`src/rtl/hazard_ctrl_pkg.sv`:
```
// hazard_ctrl_pkg
//   Shared definitions for the pipeline sequencing controller:
//   halt-drain FSM state encodings, forward-select codes and the
//   field widths of one scoreboard entry {valid, wen, wreg, is_load}.
//   Optional feature macro: HAZARD_FORWARD_EN (consumed by hazard_ctrl).
package hazard_ctrl_pkg;

    typedef enum logic [1:0] {
        ST_RUN    = 2'd0,
        ST_DRAIN  = 2'd1,
        ST_HALTED = 2'd2
    } hz_state_t;

    localparam logic [1:0] FWD_RF    = 2'd0;
    localparam logic [1:0] FWD_EXMEM = 2'd1;
    localparam logic [1:0] FWD_MEMWB = 2'd2;

    localparam int unsigned SB_VALID_W = 1;
    localparam int unsigned SB_WEN_W   = 1;
    localparam int unsigned SB_WREG_W  = 3;
    localparam int unsigned SB_LOAD_W  = 1;
    localparam int unsigned SB_ENTRY_W = SB_VALID_W + SB_WEN_W + SB_WREG_W + SB_LOAD_W;

    // Entry 0 (producer now in EX, reaching EX/MEM next cycle) wins over entry 1.
    function automatic logic [1:0] fwd_pick(input logic hit_ex, input logic hit_mem);
        if (hit_ex)
            return FWD_EXMEM;
        else if (hit_mem)
            return FWD_MEMWB;
        else
            return FWD_RF;
    endfunction

endpackage

```
`src/rtl/hazard_match.sv`:
```
// hazard_match
//   Compares one decode source register against every scoreboard entry.
//   Ports:
//     src_sel     - source register select
//     src_used    - source is actually read by the decode instruction
//     sb_valid    - per-entry valid bits (entry 0 = EX)
//     sb_wen      - per-entry register-write enables
//     sb_wreg     - per-entry destination registers
//     ex_is_load  - entry 0 holds a load
//     hit         - per-entry RAW match vector
//     hit_is_load - the entry 0 match is a load (load-use hazard)
module hazard_match #(
    parameter int unsigned REG_BITS   = 3,
    parameter int unsigned NUM_STAGES = 3
) (
    input  logic [REG_BITS-1:0]                   src_sel,
    input  logic                                  src_used,
    input  logic [NUM_STAGES-1:0]                 sb_valid,
    input  logic [NUM_STAGES-1:0]                 sb_wen,
    input  logic [NUM_STAGES-1:0][REG_BITS-1:0]   sb_wreg,
    input  logic                                  ex_is_load,
    output logic [NUM_STAGES-1:0]                 hit,
    output logic                                  hit_is_load
);

    always_comb begin
        hit = '0;
        for (int unsigned i = 0; i < NUM_STAGES; i++) begin
            hit[i] = src_used & sb_valid[i] & sb_wen[i] & (sb_wreg[i] == src_sel);
        end
        hit_is_load = hit[0] & ex_is_load;
    end

endmodule

```
`src/rtl/hazard_ctrl.sv`:
```
// hazard_ctrl
//   Pipeline sequencing controller for the 5-stage 16-bit core. Tracks
//   in-flight register writes in a scoreboard shift register (entry 0 = EX,
//   1 = MEM, 2 = WB), generates stall / bubble / flush controls for the
//   fetch and decode latches, and runs the halt-drain FSM.
//   Optional feature: define HAZARD_FORWARD_EN to stall only on load-use and
//   drive registered forward selects; otherwise every RAW against EX or MEM
//   stalls and the forward selects are tied to the register file.
//   Ports:
//     clk, rst         - clock, asynchronous active-high reset
//     id_*             - decode instruction: valid, sources, destination,
//                        RegWrite, load, HALT
//     ex_redirect      - taken branch/jump resolved in EX
//     stall            - hold PC and IF/ID, bubble into ID/EX
//     pc_write_en      - PC register enable
//     ifid_write_en    - IF/ID latch enable
//     flush_id         - squash IF/ID contents
//     flush_ex         - load a bubble into ID/EX
//     fwd_a_sel/b_sel  - EX operand sources (0 RF, 1 EX/MEM, 2 MEM/WB)
//     halted           - pipeline drained after HALT
//     err              - one-cycle protocol-violation pulse
module hazard_ctrl
    import hazard_ctrl_pkg::*;
#(
    parameter int unsigned REG_BITS   = 3,
    parameter int unsigned NUM_STAGES = 3
) (
    input  logic                clk,
    input  logic                rst,
    input  logic                id_valid,
    input  logic [REG_BITS-1:0] id_rs_sel,
    input  logic                id_rs_used,
    input  logic [REG_BITS-1:0] id_rt_sel,
    input  logic                id_rt_used,
    input  logic [REG_BITS-1:0] id_wr_sel,
    input  logic                id_wr_en,
    input  logic                id_mem_read,
    input  logic                id_halt,
    input  logic                ex_redirect,
    output logic                stall,
    output logic                pc_write_en,
    output logic                ifid_write_en,
    output logic                flush_id,
    output logic                flush_ex,
    output logic [1:0]          fwd_a_sel,
    output logic [1:0]          fwd_b_sel,
    output logic                halted,
    output logic                err
);

    hz_state_t state, state_next;

    logic [NUM_STAGES-1:0]               sb_valid;
    logic [NUM_STAGES-1:0]               sb_wen;
    logic [NUM_STAGES-1:0]               sb_load;
    logic [NUM_STAGES-1:0][REG_BITS-1:0] sb_wreg;

    logic [NUM_STAGES-1:0] hit_a, hit_b;
    logic                  load_a, load_b;
    logic                  hazard_raw;
    logic                  advance;

    hazard_match #(
        .REG_BITS   (REG_BITS),
        .NUM_STAGES (NUM_STAGES)
    ) u_match_a (
        .src_sel     (id_rs_sel),
        .src_used    (id_rs_used),
        .sb_valid    (sb_valid),
        .sb_wen      (sb_wen),
        .sb_wreg     (sb_wreg),
        .ex_is_load  (sb_load[0]),
        .hit         (hit_a),
        .hit_is_load (load_a)
    );

    hazard_match #(
        .REG_BITS   (REG_BITS),
        .NUM_STAGES (NUM_STAGES)
    ) u_match_b (
        .src_sel     (id_rt_sel),
        .src_used    (id_rt_used),
        .sb_valid    (sb_valid),
        .sb_wen      (sb_wen),
        .sb_wreg     (sb_wreg),
        .ex_is_load  (sb_load[0]),
        .hit         (hit_b),
        .hit_is_load (load_b)
    );

`ifdef HAZARD_FORWARD_EN
    assign hazard_raw = id_valid & (load_a | load_b);

    logic unused_hits;
    assign unused_hits = &{1'b0, hit_a[NUM_STAGES-1], hit_b[NUM_STAGES-1]};
`else
    // The WB entry is not checked: the register file bypasses a same-cycle write.
    assign hazard_raw = id_valid & ((|hit_a[1:0]) | (|hit_b[1:0]));

    logic unused_hits;
    assign unused_hits = &{1'b0, hit_a[NUM_STAGES-1], hit_b[NUM_STAGES-1], load_a, load_b};
`endif

    // Redirect takes priority over a stall and squashes a HALT in decode.
    always_comb begin
        stall         = 1'b0;
        pc_write_en   = 1'b1;
        ifid_write_en = 1'b1;
        flush_id      = 1'b0;
        flush_ex      = 1'b0;
        halted        = 1'b0;
        state_next    = state;
        unique case (state)
            ST_RUN: begin
                if (ex_redirect) begin
                    flush_id = 1'b1;
                    flush_ex = 1'b1;
                end else if (hazard_raw) begin
                    stall         = 1'b1;
                    pc_write_en   = 1'b0;
                    ifid_write_en = 1'b0;
                    flush_ex      = 1'b1;
                end else if (id_valid & id_halt) begin
                    state_next = ST_DRAIN;
                end
            end
            ST_DRAIN: begin
                pc_write_en   = 1'b0;
                ifid_write_en = 1'b0;
                flush_ex      = 1'b1;
                if (sb_valid == '0)
                    state_next = ST_HALTED;
            end
            ST_HALTED: begin
                pc_write_en   = 1'b0;
                ifid_write_en = 1'b0;
                flush_ex      = 1'b1;
                halted        = 1'b1;
            end
            default: begin
                state_next = ST_RUN;
            end
        endcase
    end

    assign advance = (state == ST_RUN) & id_valid & ~stall & ~ex_redirect;

    always_ff @(posedge clk or posedge rst) begin
        if (rst)
            state <= ST_RUN;
        else
            state <= state_next;
    end

    // Entry NUM_STAGES-1 falls off the top; a non-advancing cycle inserts a bubble.
    always_ff @(posedge clk or posedge rst) begin
        if (rst) begin
            sb_valid <= '0;
            sb_wen   <= '0;
            sb_load  <= '0;
            sb_wreg  <= '0;
        end else begin
            sb_valid <= {sb_valid[NUM_STAGES-2:0], advance};
            sb_wen   <= {sb_wen[NUM_STAGES-2:0],   advance & id_wr_en};
            sb_load  <= {sb_load[NUM_STAGES-2:0],  advance & id_mem_read};
            sb_wreg  <= {sb_wreg[NUM_STAGES-2:0],  advance ? id_wr_sel : {REG_BITS{1'b0}}};
        end
    end

    always_ff @(posedge clk or posedge rst) begin
        if (rst)
            err <= 1'b0;
        else
            err <= (ex_redirect & (state != ST_RUN)) | (id_valid & (state == ST_HALTED));
    end

`ifdef HAZARD_FORWARD_EN
    // Matches are taken against the pre-shift scoreboard, so the entry 0
    // producer is in EX/MEM when the consumer reaches EX.
    always_ff @(posedge clk or posedge rst) begin
        if (rst) begin
            fwd_a_sel <= FWD_RF;
            fwd_b_sel <= FWD_RF;
        end else if (advance) begin
            fwd_a_sel <= fwd_pick(hit_a[0], hit_a[1]);
            fwd_b_sel <= fwd_pick(hit_b[0], hit_b[1]);
        end else begin
            fwd_a_sel <= FWD_RF;
            fwd_b_sel <= FWD_RF;
        end
    end
`else
    assign fwd_a_sel = FWD_RF;
    assign fwd_b_sel = FWD_RF;
`endif

endmodule

```
`config.mk`:
```
export PLATFORM = sky130hd
export DESIGN_NAME = hazard_ctrl
export DESIGN_NICKNAME = d
export VERILOG_FILES = /design/src/rtl/hazard_ctrl_pkg.sv /design/src/rtl/hazard_match.sv /design/src/rtl/hazard_ctrl.sv
export SDC_FILE = /design/constraint.sdc
export NUM_CORES = 1
export LEC_CHECK = 0
export ABC_AREA = 1
export BUFFER_PORTS_ARGS = -buffer_cell sky130_fd_sc_hd__buf_2
export CORE_MARGIN = 3
export CORE_UTILIZATION = 35
export DETAILED_ROUTE_END_ITERATION = 8
export GPL_ROUTABILITY_DRIVEN = 0
export MAX_ROUTING_LAYER = met4
export SLEW_MARGIN = 25
export SYNTH_ARGS = -nofsm -noshare
export SYNTH_HDL_FRONTEND = slang
export SYNTH_HIERARCHICAL = 1
export SYNTH_SLANG_ARGS = --single-unit
```
`constraint.sdc`:
```
create_clock -name clk -period 2.95 [get_ports clk]
set_input_delay 0.295 -clock clk [delete_from_list [all_inputs] [get_ports clk]]
set_output_delay 0.295 -clock clk [all_outputs]
set_load 0.005 [all_outputs]
```
-- Yosys cells after proc, flatten, opt, wreduce, memory -nomap -nowiden
Cells that the tools add are included.
- output and inout bits: 11
- input port bits: 18
- bits in registers: 14
- word-level logic and storage cells: 65
- bitwise gates (word level): 25
- reduce and logical (&&, ||, !) cells: 7
- equal/unequal tests: 10
- muxes and demuxes: 17
- operator list (cell ; count):
    bitwise AND 1 bit ; 20
    equality test 3 bit ; 4
    2-to-1 mux 1 bit ; 9
    2-to-1 mux 2 bit ; 4
    inequality test 2 bit, second input constant ; 4
    one-hot mux 2 bit (3 select lines) ; 1
    OR reduction 2 bit ; 3
    AND reduction 5 bit ; 1
    one-hot mux 1 bit (2 select lines) ; 2
    zero test 3 bit ; 1
    2-to-1 mux 3 bit ; 1
    inverter 1 bit ; 3
    equality test 2 x 1 -> 1 bit, second input constant ; 1
    equality test 2 bit, second input constant ; 1
    zero test 2 bit ; 1
    OR 1 bit ; 2
    nonzero test 2 bit ; 1

-- Longest topological paths before layout
- depth in word-level cells: 13
- depth in mapped cells: 12
- mapped depth without buffers: 12

-- By module
The synthesis kept the hierarchy.
- by module, submodules not included (module ; area each (µm²) ; seq. area each (µm²) ; instances ; cells each):
    hazard_ctrl ; 787.0 ; 475.5 ; 1 ; 79
    hazard_match ; 188.9 ; 0.0 ; 2 ; 42

-- Worst setup path after synthesis
Ideal clock, no wire load.
- kind: register -> output
- start point: register sb_wreg[3] (netlist name)
- end point: output pc_write_en
- cell stages (with the launch flop): 10
- data required time: 2.655 ns
- path buffers: 1
- arrival time: 1.272 ns
- path slack: 1.383 ns
- path through: dfrtp_1 or2_0 nand3_1 nor2_1 nor2_1 nand2_1 nand3_1 o21ai_0 inv_1 buf_4
- word-level cells in the longest chain between the ends: 8
- elaborated cells on any way between the ends: 11
- those cells by class: eq/ne (2); mux (3); bitwise (4); reduce/logical (2)
- RTL lines (element ; RTL line ; source):
    from (decl) ; hazard_ctrl.sv:56 ; logic [NUM_STAGES-1:0][REG_BITS-1:0] sb_wreg;
    from (signal assigned) ; hazard_ctrl.sv:166 ; sb_wreg <= {sb_wreg[NUM_STAGES-2:0], advance ? id_wr_sel : {REG_BITS{1'b0}}};
    equality test 3 bit ; hazard_match.sv:29 ; hit[i] = src_used & sb_valid[i] & sb_wen[i] & (sb_wreg[i] == src_sel);
    bitwise AND 1 bit ; hazard_match.sv:29 ;
    named net hit_b[1] ; hazard_ctrl.sv:58 ; logic [NUM_STAGES-1:0] hit_a, hit_b;
    OR reduction 2 bit ; hazard_ctrl.sv:98 ; assign hazard_raw = id_valid & ((|hit_a[1:0]) | (|hit_b[1:0]));
    OR 1 bit ; hazard_ctrl.sv:98 ;
    bitwise AND 1 bit ; hazard_ctrl.sv:98 ;
    2-to-1 mux 1 bit (2 in series) ; - ;
    one-hot mux 1 bit (2 select lines) ; - ;
    to (decl) ; hazard_ctrl.sv:41 ; output logic pc_write_en,
The timed path passes the listed nets, and every way through them passes these cells.

-- Worst setup path after layout
- start point: register sb_wreg[3] (netlist name)
- end point: output flush_ex
- word-level cells in the longest chain between the ends: 8
- elaborated cells on any way between the ends: 11
- those cells by class: eq/ne (2); mux (3); bitwise (4); reduce/logical (2)
- RTL lines (element ; RTL line ; source):
    equality test 3 bit ; hazard_match.sv:29 ;
    bitwise AND 1 bit ; hazard_match.sv:29 ;
    named net hit_a[1] ; hazard_ctrl.sv:58 ;
    OR reduction 2 bit ; hazard_ctrl.sv:98 ;
    OR 1 bit ; hazard_ctrl.sv:98 ;
    bitwise AND 1 bit ; hazard_ctrl.sv:98 ;
    2-to-1 mux 1 bit ; hazard_ctrl.sv:118 ; end else if (hazard_raw) begin
    2-to-1 mux 1 bit ; hazard_ctrl.sv:115 ; if (ex_redirect) begin
    one-hot mux 1 bit (2 select lines) ; hazard_ctrl.sv:113 ; unique case (state)
    to (decl) ; hazard_ctrl.sv:44 ; output logic flush_ex,
The timed path passes the listed nets, and every way through them passes these cells.

==> flow_summary.html <==
<table>
<tr><th>Metric</th><th>Value</th></tr>
<tr><th colspan="2">Floorplanning</th></tr>
<tr><td>Core area</td><td>~2300 sq um</td></tr>
<tr><td>Initial Util</td><td>between 30 and 40%</td></tr>
<tr><td>DIE WIDTH</td><td>about 57 um</td></tr>
<tr><td>Placement row count</td><td>17</td></tr>
<tr><td>Vertical die dimension</td><td>57.1 um</td></tr>
<tr><td>Ports placed on the boundary</td><td>29</td></tr>
<tr><td>Die Area</td><td>about 3300 sq um</td></tr>
<tr><th colspan="2">Setup path</th></tr>
<tr><td>Startpoint-to-endpoint class of the critical path</td><td>flip-flop to primary output</td></tr>
<tr><td>CP Data Arrival Time</td><td>~1.8 ns</td></tr>
<tr><td>Critical Path Sink Type</td><td>primary output</td></tr>
<tr><td>Startpoint type of the worst setup path</td><td>flip-flop</td></tr>
<tr><td>Required time of the critical path</td><td>around 2.7 ns</td></tr>
<tr><td>Max Fanout on Critical Path</td><td>4</td></tr>
<tr><th colspan="2">CTS</th></tr>
<tr><td>Clock tree sinks</td><td>14</td></tr>
<tr><td>Number of buffers added for setup after CTS</td><td>0</td></tr>
<tr><td>CTS-repair resized insts</td><td>0</td></tr>
<tr><td>Clock tree from TritonCTS</td><td>built</td></tr>
<tr><td>Clock buffers created by TritonCTS</td><td>3</td></tr>
<tr><td>Clock input transition at the sequential cells of the worst setup and hold paths</td><td>about 0.08 ns</td></tr>
<tr><td>Number of buffers on the longest clock path</td><td>2</td></tr>
<tr><td>Clk Tree Root Cell</td><td>sky130_fd_sc_hd__clkbuf_4</td></tr>
<tr><td>Hold-fix buffers, CTS</td><td>0</td></tr>
<tr><td>Clock latency at the later pin of the worst-skew pair</td><td>between 0.2 and 0.3 ns</td></tr>
<tr><td>H-tree depth</td><td>1</td></tr>
<tr><th colspan="2">Place</th></tr>
<tr><td>Sum of net half-perimeters after detailed placement</td><td>roughly 1400 um</td></tr>
<tr><td>Placement-stage cell area</td><td>1040 sq um</td></tr>
<tr><td>Setup WS pre-CTS</td><td>about 1.2 ns</td></tr>
<tr><td>Placed instance count</td><td>between 150 and 200</td></tr>
<tr><td>Number of buffers inserted by port buffering</td><td>23</td></tr>
<tr><th colspan="2">Global route</th></tr>
<tr><td>Pin count of the biggest net entering global routing</td><td>15</td></tr>
<tr><td>Total GRT Usage</td><td>between 10% and 20%</td></tr>
<tr><td>Wire length of the first global-routing pass</td><td>just under 3000 um</td></tr>
<tr><td>Gr ovfl total</td><td>0</td></tr>
<tr><td>Number of global-route vias before repair</td><td>736</td></tr>
<tr><td>Antenna violations before repair</td><td>0</td></tr>
<tr><th colspan="2">STA</th></tr>
<tr><td>Clk_skew</td><td>about 0.002 ns</td></tr>
<tr><td>Worst-margin pin slew</td><td>0.525 ns</td></tr>
<tr><td>Ratio of final minimum period to clock period</td><td>between 60% and 70%</td></tr>
<tr><td>Unrepaired setup endpoints after global routing</td><td>no</td></tr>
<tr><td>Max Fclk</td><td>485 MHz</td></tr>
<tr><td>Min setup slack post-route</td><td>0.889 ns</td></tr>
<tr><td>Number of max-slew violations in the final report</td><td>0</td></tr>
<tr><td>Final hold violation count</td><td>0</td></tr>
<tr><td>Final total negative setup slack</td><td>0 ns</td></tr>
<tr><td>Hold slack</td><td>about 0.045 ns</td></tr>
<tr><td>Number of endpoints failing setup at the final stage</td><td>0</td></tr>
<tr><td>Clock period minus final worst setup slack</td><td>a little over 2 ns</td></tr>
<tr><td>Worst rel slew slack</td><td>64.9%</td></tr>
<tr><th colspan="2">Job</th></tr>
<tr><td>Max Cap Viol</td><td>0</td></tr>
<tr><th colspan="2">Detailed routing</th></tr>
<tr><td>Vias post-DR</td><td>779</td></tr>
<tr><td>Final WL</td><td>1690 um</td></tr>
<tr><td>Average wire per standard cell</td><td>slightly above 9 um</td></tr>
<tr><td>Drt first pass iters</td><td>4</td></tr>
<tr><td>DRC violations left</td><td>0</td></tr>
<tr><td>Average vias per placed instance</td><td>4.23</td></tr>
<tr><td>Final ANT Viol Nets</td><td>0</td></tr>
<tr><td>Iteration-0 DRC Markers</td><td>24</td></tr>
<tr><th colspan="2">Power and ir drop</th></tr>
<tr><td>Pwr per Cell Area</td><td>600 nW/um^2</td></tr>
<tr><td>Static leakage</td><td>about 0.63 nW</td></tr>
<tr><td>Worst ir drop on vdd</td><td>between 0.4 and 0.5 mV</td></tr>
<tr><th colspan="2">Synth</th></tr>
<tr><td>Syn Std Cell Area</td><td>approximately 910 sq um</td></tr>
<tr><td>Cell count after synthesis</td><td>around 130</td></tr>
<tr><td>Synthesized area per cell</td><td>about 6.9 sq um</td></tr>
<tr><td>Synthesis warning total</td><td>6</td></tr>
<tr><th colspan="2">Cells and area</th></tr>
<tr><td>Number of standard cells in the layout, taps in and fillers out</td><td>approximately 180</td></tr>
<tr><td>Fraction of final layout cells sized beyond drive strength 1</td><td>~26%</td></tr>
<tr><td>Post-route standard cell area excluding fillers</td><td>approximately 1100 sq um</td></tr>
<tr><td>Post-layout net count</td><td>180</td></tr>
<tr><td>Synthesis-to-layout area growth</td><td>16.0%</td></tr>
<tr><td>Number of antenna cells inserted</td><td>0</td></tr>
<tr><th colspan="2">Run status</th></tr>
<tr><td>Run status</td><td>completed</td></tr>
<tr><th colspan="2">Worst hold path</th></tr>
<tr><td>Worst min path class</td><td>input pin to asynchronous set/reset pin</td></tr>
</table>
==> routing by layer <==
layer	wire, um	part of all wire (%)	GRT usage, %	vias to the layer above
li1	-	-	-	417
met2	765	45	17.3	18
met5	0	0	-	-
met4	14	0.83	3.97	0
met3	98	5.8	3.17	2
met1	812	48	14.5	342
==> placed cells by master, fill, tap and decap left out <==
cell type	instances
sky130_fd_sc_hd__a21oi_1	1
sky130_fd_sc_hd__nor2_2	4
sky130_fd_sc_hd__o21ai_0	2
sky130_fd_sc_hd__a21oi_2	1
sky130_fd_sc_hd__ha_1	4
sky130_fd_sc_hd__dfrtp_1	14
sky130_fd_sc_hd__conb_1	4
sky130_fd_sc_hd__nand2_2	1
sky130_fd_sc_hd__buf_2	23
sky130_fd_sc_hd__nand3_1	7
sky130_fd_sc_hd__nor2_1	11
sky130_fd_sc_hd__nor3_4	1
sky130_fd_sc_hd__inv_1	27
sky130_fd_sc_hd__or2_0	2
sky130_fd_sc_hd__nand2_1	40
sky130_fd_sc_hd__clkbuf_4	3
sky130_fd_sc_hd__inv_2	7
sky130_fd_sc_hd__o211ai_1	2
sky130_fd_sc_hd__xnor2_1	2
==> report_power, final <==
part	switching (W)	internal (W)
Combinational	0.000160	0.000114
Sequential	0.0000286	0.000228
Clock	0.0000577	0.0000472
Total	0.000246	0.000389
==> worst max-delay path: stages (launching register included) <==
cell	delay, ns
sky130_fd_sc_hd__dfrtp_1	0.41
sky130_fd_sc_hd__or2_0	0.23
sky130_fd_sc_hd__nand3_1	0.08
sky130_fd_sc_hd__nor2_1	0.04
sky130_fd_sc_hd__nor2_1	0.11
sky130_fd_sc_hd__nand2_1	0.13
sky130_fd_sc_hd__a21oi_2	0.23
sky130_fd_sc_hd__nand2_1	0.07
sky130_fd_sc_hd__nand2_1	0.06
sky130_fd_sc_hd__inv_1	0.03
sky130_fd_sc_hd__buf_2	0.11
==> state kept, by name, indices dropped and copies added (netlist names) <==
name and cells:
sb_valid 3, err 1, sb_wreg 6, state 2
sb_wen 2
==> stage by stage <==
stage          total power, W  utilization, %
3_3_place_gp         0.000529            44.3
4_1_cts              0.000645            45.2
2_1_floorplan        0.000456               -
3_5_place_dp         0.000537            44.3
6_report             0.000635            45.2
5_1_grt              0.000693            45.2
==> worst paths after layout <==
check / slack [ns] / depth (start not counted) / to / startpoint
worst max-delay path: 0.89 / 10 / flush_ex / sb_wreg[3]
worst max register to register: 1.41 / 9 / state[1] / sb_wreg[3]
worst min register to register: 0.41 / 0 / sb_wen[1] / sb_wen[0]
max in group asynchronous: 2.56 / 2 / sb_wreg[3] / rst
min in group clk: 0.22 / 3 / sb_wreg[2] / id_wr_sel[2]
worst min-delay path: 0.04 / 2 / state[0] / rst
==> layout make-up <==
class | count | area, sq um
fill | 263 | 1280
multi-input combinational | 82 | 408
sequential | 14 | 350
inverter | 34 | 128
timing repair buffer | 23 | 115
tap | 28 | 35.0
clock buffer | 3 | 22.5
(Power assumes the default switching activity.)
